## src/rtl/dmem_pkg.sv

```systemverilog
// Shared types and helpers for the handshaked data memory.
package dmem_pkg;

   typedef enum logic [1:0] {
      IDLE = 2'd0,
      WAIT = 2'd1,
      RESP = 2'd2
   } state_t;

   localparam logic SZ_BYTE = 1'b0;
   localparam logic SZ_WORD = 1'b1;

   function automatic int bytes_of(input int data_w);
      return data_w / 8;
   endfunction

endpackage

```

## src/rtl/dmem_array.sv

```systemverilog
// Byte-organised storage with one word-wide read port and a per-byte write port.
module dmem_array
   import dmem_pkg::*;
#(
   parameter int DATA_W = 16,
   parameter int ADDR_W = 16,
   parameter int DEPTH  = 32,
   parameter int BYTES  = bytes_of(DATA_W)
) (
   input  logic              clk,
   input  logic              we,
   input  logic [BYTES-1:0]  be,
   input  logic [ADDR_W-1:0] addr,
   input  logic [DATA_W-1:0] wdata,
   output logic [DATA_W-1:0] rdata
);

   localparam int AW1   = ADDR_W + 1;
   localparam int IDX_W = $clog2(DEPTH);
   localparam logic [AW1-1:0] DEPTH_L = AW1'(DEPTH);

   logic [7:0]     mem [DEPTH];
   logic [AW1-1:0] baddr [BYTES];
   logic [BYTES-1:0] in_rng;
   logic [BYTES-1:0] wr_stb;

   // Lanes that fall past the end of the array never write and read as zero.
   always_comb begin
      baddr  = '{default: '0};
      in_rng = '0;
      wr_stb = '0;
      rdata  = '0;
      for (int i = 0; i < BYTES; i++) begin
         baddr[i]       = {1'b0, addr} + AW1'(i);
         in_rng[i]      = baddr[i] < DEPTH_L;
         wr_stb[i]      = we & be[i] & in_rng[i];
         rdata[8*i +: 8] = in_rng[i] ? mem[baddr[i][IDX_W-1:0]] : 8'h00;
      end
   end

   always_ff @(posedge clk) begin
      for (int i = 0; i < BYTES; i++) begin
         if (wr_stb[i]) begin
            mem[baddr[i][IDX_W-1:0]] <= wdata[8*i +: 8];
         end
      end
   end

endmodule

```

## src/rtl/dmem_hs.sv

```systemverilog
// Valid/ready data memory with configurable wait states, byte/word access,
// sign-extended byte loads and alignment/range checking.
//
// state | meaning
// IDLE  | ready for a request; access happens on acceptance when no wait states
// WAIT  | request latched; down-counter runs to its terminal count of zero
// RESP  | response held until the consumer takes it
module dmem_hs
   import dmem_pkg::*;
#(
   parameter int DATA_W      = 16,
   parameter int ADDR_W      = 16,
   parameter int DEPTH       = 32,
   parameter int WAIT_STATES = 0
) (
   input  logic              clk,
   input  logic              reset,
   input  logic              req_valid,
   output logic              req_ready,
   input  logic              req_we,
   input  logic              req_size,
   input  logic              req_signed,
   input  logic [ADDR_W-1:0] req_addr,
   input  logic [DATA_W-1:0] req_wdata,
   output logic              rsp_valid,
   input  logic              rsp_ready,
   output logic [DATA_W-1:0] rsp_rdata,
   output logic              rsp_err
);

   localparam int BYTES = bytes_of(DATA_W);
   localparam int AW1   = ADDR_W + 1;
   localparam logic [AW1-1:0] DEPTH_L = AW1'(DEPTH);
   localparam logic [AW1-1:0] BYTES_L = AW1'(BYTES);
   localparam logic [3:0]     WS_LOAD = (WAIT_STATES == 0) ? 4'd0 : 4'(WAIT_STATES - 1);

   state_t state, state_nxt;
   logic [3:0] wait_cnt;

   logic              lat_we, lat_size, lat_signed;
   logic [ADDR_W-1:0] lat_addr;
   logic [DATA_W-1:0] lat_wdata;

   logic              cur_we, cur_size, cur_signed;
   logic [ADDR_W-1:0] cur_addr;
   logic [DATA_W-1:0] cur_wdata;

   logic              accept, do_access, acc_ok, arr_we;
   logic [AW1-1:0]    addr_ext;
   logic [BYTES-1:0]  be;
   logic [DATA_W-1:0] wr_data, rd_raw, load_data;

   always_ff @(posedge clk) begin
      if (reset) state <= IDLE;
      else       state <= state_nxt;
   end

   always_comb begin
      state_nxt = state;
      case (state)
         IDLE:    if (req_valid) state_nxt = (WAIT_STATES == 0) ? RESP : WAIT;
         WAIT:    if (wait_cnt == 4'd0) state_nxt = RESP;
         RESP:    if (rsp_ready) state_nxt = IDLE;
         default: state_nxt = IDLE;
      endcase
   end

   always_comb begin
      req_ready = (state == IDLE);
      rsp_valid = (state == RESP);
   end

   // With no wait states the access uses the live request on the acceptance edge.
   always_comb begin
      accept     = (state == IDLE) && req_valid;
      do_access  = (state == IDLE) ? (req_valid && (WAIT_STATES == 0))
                                   : ((state == WAIT) && (wait_cnt == 4'd0));
      cur_we     = (state == IDLE) ? req_we     : lat_we;
      cur_size   = (state == IDLE) ? req_size   : lat_size;
      cur_signed = (state == IDLE) ? req_signed : lat_signed;
      cur_addr   = (state == IDLE) ? req_addr   : lat_addr;
      cur_wdata  = (state == IDLE) ? req_wdata  : lat_wdata;
   end

   always_comb begin
      addr_ext = {1'b0, cur_addr};
      if (cur_size == SZ_WORD) begin
         acc_ok  = ((addr_ext % BYTES_L) == '0) && ((addr_ext + BYTES_L) <= DEPTH_L);
         be      = '1;
         wr_data = cur_wdata;
      end else begin
         acc_ok  = addr_ext < DEPTH_L;
         be      = BYTES'(1);
         wr_data = {{(DATA_W-8){1'b0}}, cur_wdata[7:0]};
      end
      arr_we = do_access && cur_we && acc_ok && !reset;
   end

   dmem_array #(
      .DATA_W(DATA_W),
      .ADDR_W(ADDR_W),
      .DEPTH (DEPTH),
      .BYTES (BYTES)
   ) u_array (
      .clk  (clk),
      .we   (arr_we),
      .be   (be),
      .addr (cur_addr),
      .wdata(wr_data),
      .rdata(rd_raw)
   );

   always_comb begin
      if (cur_size == SZ_WORD) load_data = rd_raw;
      else load_data = {{(DATA_W-8){cur_signed & rd_raw[7]}}, rd_raw[7:0]};
   end

   always_ff @(posedge clk) begin
      if (reset) begin
         wait_cnt   <= 4'd0;
         rsp_rdata  <= '0;
         rsp_err    <= 1'b0;
         lat_we     <= 1'b0;
         lat_size   <= 1'b0;
         lat_signed <= 1'b0;
         lat_addr   <= '0;
         lat_wdata  <= '0;
      end else begin
         if (accept) begin
            lat_we     <= req_we;
            lat_size   <= req_size;
            lat_signed <= req_signed;
            lat_addr   <= req_addr;
            lat_wdata  <= req_wdata;
            wait_cnt   <= WS_LOAD;
         end else if ((state == WAIT) && (wait_cnt != 4'd0)) begin
            wait_cnt <= wait_cnt - 4'd1;
         end
         if (do_access) begin
            rsp_rdata <= (acc_ok && !cur_we) ? load_data : '0;
            rsp_err   <= !acc_ok;
         end
      end
   end

endmodule

```

## config.mk

```make
export PLATFORM = sky130hd
export DESIGN_NAME = dmem_hs
export DESIGN_NICKNAME = d
export VERILOG_FILES = /design/src/rtl/dmem_pkg.sv /design/src/rtl/dmem_array.sv /design/src/rtl/dmem_hs.sv
export SDC_FILE = /design/constraint.sdc
export NUM_CORES = 1
export LEC_CHECK = 0
export ABC_AREA = 1
export CAP_MARGIN = 10
export CELL_PAD_IN_SITES_DETAIL_PLACEMENT = 2
export CELL_PAD_IN_SITES_GLOBAL_PLACEMENT = 2
export CORE_ASPECT_RATIO = 2
export CORE_MARGIN = 5
export CORE_UTILIZATION = 31
export CTS_CLUSTER_SIZE = 12
export DETAILED_ROUTE_END_ITERATION = 12
export PLACE_DENSITY = 0.79
export SKIP_LAST_GASP = 1
export SLEW_MARGIN = 20
export SYNTH_ARGS = -nofsm -noshare
export SYNTH_HDL_FRONTEND = slang
export SYNTH_SLANG_ARGS = --single-unit
```

## constraint.sdc

```tcl
create_clock -name clk -period 5.69 [get_ports clk]
set_input_delay 1.138 -clock clk [delete_from_list [all_inputs] [get_ports clk]]
set_output_delay 1.138 -clock clk [all_outputs]
set_load 0.1 [all_outputs]
```

=== After elaboration in Yosys (flattened, before gate mapping) ===
Memories as Yosys holds them, arrays and structs flattened.
Index checks and enable logic that the tools add are counted.

* Equality and inequality tests: 5
* Order comparisons: 3
* Multiplexer cells: 21
* Bitwise logic cells: 5
* $add $sub $neg: 3
* Reduce and logical (&&, ||, !) cells: 17

{| class="wikitable"
|+ Operators with widths
! cell !! number
|-
| $mux W16 || 5
|-
| $add A16 B1 Y17 const B || 1
|-
| $add A16 B2 Y17 const B || 1
|-
| $le A17 B6 Y1 const B || 1
|-
| $logic_not A17 Y1 || 1
|-
| $lt A17 B6 Y1 const B || 1
|-
| $lt A16 B6 Y1 const B || 1
|-
| $mux W8 || 2
|-
| $mux W1 || 9
|-
| $logic_and A1 B1 Y1 || 8
|-
| $mux W2 || 4
|-
| $pmux W2 S3 || 1
|-
| $and A1 B1 Y1 || 5
|-
| $logic_not A4 Y1 || 1
|-
| $ne A2 B1 Y1 const B || 2
|-
| $reduce_bool A4 Y1 || 1
|-
| $sub A4 B1 Y4 const B || 1
|-
| $logic_not A1 Y1 || 3
|-
| $reduce_and A3 Y1 || 1
|-
| $eq A2 B1 Y1 const B || 1
|-
| $eq A2 B2 Y1 const B || 1
|-
| $logic_not A2 Y1 || 1
|-
| $ne A2 B2 Y1 const B || 1
|-
| $reduce_or A2 Y1 || 1
|}

* Word-level logic and storage cells: 64
* Register bits after elaboration: 58
* Bits in writable memories: 256
* Output and inout bits: 19
* Memories: 1
* Bits of input ports: 39

{| class="wikitable"
|+ Memories
! name !! words !! width !! read ports !! clocked after Yosys merged registers in !! wr ports !! line !! text
|-
| u_array.mem || 32 || 8 || 2 || 0 || 2 || dmem_array.sv:22 || <nowiki>logic [7:0] mem [DEPTH];</nowiki>
|}

=== Longest topological paths before layout ===
* Depth after elaboration: 12
* Depth in mapped cells: 25

=== Cells and area by module ===
A second synthesis with hierarchy kept.

* Cell total of the unflattened synthesis: 2947
* Area total of the unflattened synthesis: 21634.5 um^2

{| class="wikitable"
|+ Modules (own cells, without submodules)
! module !! instances !! area each (um^2) !! cells an instance
|-
| dmem_array || 1 || 18599.1 || 2454
|-
| dmem_hs || 1 || 3035.4 || 493
|}

=== Worst setup path before layout ===
No wires, ideal clock.

* Kind: reg-to-reg
* From: reg state[1]
* To: mem u_array.mem[10][0] (enable)
* Slack: 578 ps
* Cell stages (with the launch flop): 22
* Arrival: 4728 ps
* Clock period less this slack: 5112 ps
* Buffers on the path: 6
* Data required time: 5306 ps
* Cell sequence: dfxtp_1 -> buf_2 -> nand2_1 -> nand2_1 -> clkbuf_1 -> clkbuf_1 -> buf_1 -> ha_1 -> inv_1 -> nor2_1 -> nand2_1 -> a21oi_1 -> nand3_1 -> nand3_1 -> nand3_1 -> nor2_1 -> nand2_1 -> nand2_4 -> buf_8 -> nand3_2 -> clkbuf_1 -> o21ai_0

{| class="wikitable"
|+ RTL lines
! item !! line !! text
|-
| from (decl) || dmem_hs.sv:37 || <nowiki>state_t state, state_nxt;</nowiki>
|-
| from (signal assigned) || dmem_hs.sv:55 || <nowiki>else state <= state_nxt;</nowiki>
|-
| to (decl) || dmem_array.sv:22 ||
|}

==> metrics <==
outcome completed; CTS clk-pin slew, worst paths 0.06 ns; synthesized area 20040 sq um; Max Slew Vio Count 0; total number of vias 20049; routed length on met2 about 44 mm; vias in the first global route 21538; synthesized area per cell between 7 and 8 sq um; worst path arrival time 4.80 ns; final hold violation count 0; largest net degree at the start of global routing 154; H-Tree Depth 2; cell count after synthesis 2723; aggregate global-route resource usage approximately a quarter; Critical Path End Type flip-flop; Max IR drop VDD 0.0002172 V; Die W roughly 190 um; minimum clock period approximately 4.6 ns; DR vias/cell 5.696; count of cells resized by post-cts repair 0; Worst R2R Start state[1]; total global routing overflow 0; Non-Filler Instances 3520; clock skew 0.03037 ns; Clk Latency, worst-skew pair 0.56 ns; number of hold buffers added after CTS 0; Netlist cell types 42; Slew @ Worst Pin 1.096 ns; number of synthesized register bits ~310; initial antenna violation count 0; TNS Setup 0 ns; WHS 0.4773 ns; CTS Sinks 309; Highest Clock Rate ~220 MHz; die area 70130 sq um; Post-CTS Setup Inserts 0; Met1 Wirelength roughly 35 mm; total CTS buffers 35; core area 64410 sq um; highest metal used met4; first-pass GRT wire length 134.4 mm; final wirelength 89.63 mm; Ys Warns 0; fraction of layout cells with a size suffix above 1 about 8%; I/O Buffers 57; n_diodes 0; startpoint type of the worst setup path input pin; unrepaired setup endpoints after global routing false; initial core utilization 31.11%; Max clock buf depth 3; post-synth net total ~2800; fin area approximately 23000 sq um; Pleak slightly above 0.009 uW; placed cell area 21500 sq um; CTS Root Cell clkbuf_16; final total power 6419 uW; Placed Instances 3457; layout net count ~2700; Max-cap violations 0; setup violators final 0; io pins 58; area grow syn2layout 12.94%; WS Path Type input pin to flip-flop; min-delay worst type flip-flop to flip-flop; post-route ant nets 0; initial DRC count approximately 1400; hold wc startpoint lat_signed; CP required 5.85 ns; DR pass1 iterations 5; Pwr Density 283.6 nW/um^2; CP Max Fanout 44; wire length per cell 25.46 um; worst relative slew slack 26.86%; post-synthesis sequential area ratio 43.66%; num rows 132; die height ~370 um; CTS tree built; DRC viols 0; crit path from req_addr[9]; period utilisation layout 81.39%; HPWL after DPL 60.39 mm; WL met3 4.493 mm; placer congestion estimate around 0.95
-- stage by stage --
stage	util, %	setup WS, ns
floorplan	-	0.5778
global placement	33.34	0.5472
detailed placement	33.38	0.4792
CTS	35.14	1.056
global route	35.14	0.6054
finish	35.14	1.059
-- registers in the layout, summed over array words and instances, names as in the netlist --
register,cells
lat_addr,16
rsp_rdata,16
lat_we,1
state,1
u_array.mem,256
lat_signed,1
lat_wdata,16
rsp_err,1
lat_size,1
-- layer usage --
layer / track usage, % / vias up
met5: 0 / -
met4: 13.37 / 0
li1: - / 9096
met3: 2.785 / 227
met2: 44.14 / 598
met1: 29.47 / 10128
-- cells in the mapped netlist --
| library cell | count | area share [%] |
|---|---|---|
| o21ai_0 | 142 | 3.5 |
| buf_1 | 21 | 0.39 |
| o21bai_1 | 8 | 0.30 |
| a31oi_1 | 1 | 0.031 |
| or2_2 | 2 | 0.062 |
| a21oi_1 | 75 | 1.9 |
| nor3_2 | 2 | 0.10 |
| nand4_4 | 30 | 3.2 |
| a32o_1 | 28 | 1.4 |
| buf_4 | 3 | 0.11 |
| a22o_1 | 7 | 0.31 |
| and3_1 | 8 | 0.25 |
| nand2_4 | 2 | 0.11 |
| buf_2 | 42 | 1.0 |
| nor2_8 | 1 | 0.10 |
| nand3_4 | 1 | 0.087 |
| nand2_2 | 6 | 0.19 |
| xor2_1 | 1 | 0.044 |
| nor2_1 | 162 | 3.0 |
| o21a_1 | 1 | 0.037 |
| buf_6 | 5 | 0.28 |
| nand2_1 | 1071 | 20 |
| ha_1 | 7 | 0.44 |
| a211oi_1 | 1 | 0.037 |
| nand3_2 | 1 | 0.050 |
| nor2_4 | 2 | 0.11 |
| nand3_1 | 204 | 5.1 |
| nand4_2 | 3 | 0.19 |
| clkbuf_1 | 135 | 2.5 |
| nand4_1 | 16 | 0.50 |
| a31o_2 | 1 | 0.044 |
| o21ai_1 | 241 | 6.0 |
| buf_12 | 2 | 0.20 |
| clkinv_1 | 2 | 0.037 |
| dfxtp_1 | 53 | 5.3 |
| nor2_2 | 12 | 0.37 |
| buf_8 | 3 | 0.22 |
| edfxtp_1 | 256 | 38 |
| inv_2 | 4 | 0.075 |
| inv_1 | 109 | 2.0 |
| nor3_1 | 10 | 0.25 |
| o211ai_1 | 42 | 1.6 |
-- final cells by class --
type | count | area (sq um)
Tap cell | 804 | 1006
Clock buffer | 48 | 974.7
Multi-Input combinational cell | 2088 | 10020
Clock inverter | 15 | 155.1
Fill cell | 7490 | 41780
Sequential cell | 309 | 8748
Inverter | 115 | 431.7
Timing Repair Buffer | 141 | 1296
-- worst max-delay path: stages --
cell             delay, ns
clkdlybuf4s50_1       0.49
inv_1                 0.06
o21ai_0               0.41
nand2_1               0.22
nor2_4                0.24
nand2_1               0.08
nor2_1                0.14
o21ai_0               0.09
nor2_1                0.10
nand2_1               0.07
nor2_1                0.09
nand2_1               0.11
nand2_4               0.10
buf_12                0.34
nand4_2               0.45
o21ai_1               0.56
-- layout by cell type, fill, tap and decap left out, types with 57 or more instances in the layout --
master	n
nand2_1	1068
edfxtp_1	256
o21ai_1	235
nand3_1	204
nor2_1	162
o21ai_0	140
inv_1	109
buf_4	77
a21oi_1	75
clkdlybuf4s50_1	57
-- where the power goes --
part           switching, uW  leakage, uW  internal (uW)  total (uW)
sequential              9.88      0.00275           2490        2500
clock                   1020     0.000556           1340        2360
combinational           1150      0.00597            407        1560
total                   2180      0.00927           4240        6420
-- cell families after synthesis --
| group | Yosys count | synth area share [%] |
|---|---|---|
| and+or+nand+nor | 1533 | 33.75 |
| AOI/OAI and AO/OA | 547 | 15.17 |
| buffers and inverters | 326 | 6.943 |
| DFF | 309 | 43.66 |
| adders and majority gates | 7 | 0.4371 |
| xor gates and xnor gates | 1 | 0.04372 |
-- path summary, 6_finish.rpt --
path	to	slack, ns	cells past startpoint
worst max-delay path	u_array.mem[1][6]	1.06	16
worst min-delay path	lat_signed	0.48	2
worst max register to register	u_array.mem[15][5]	1.31	15
worst min register to register	lat_signed	0.48	2
Power figures use the tool's default switching activity.
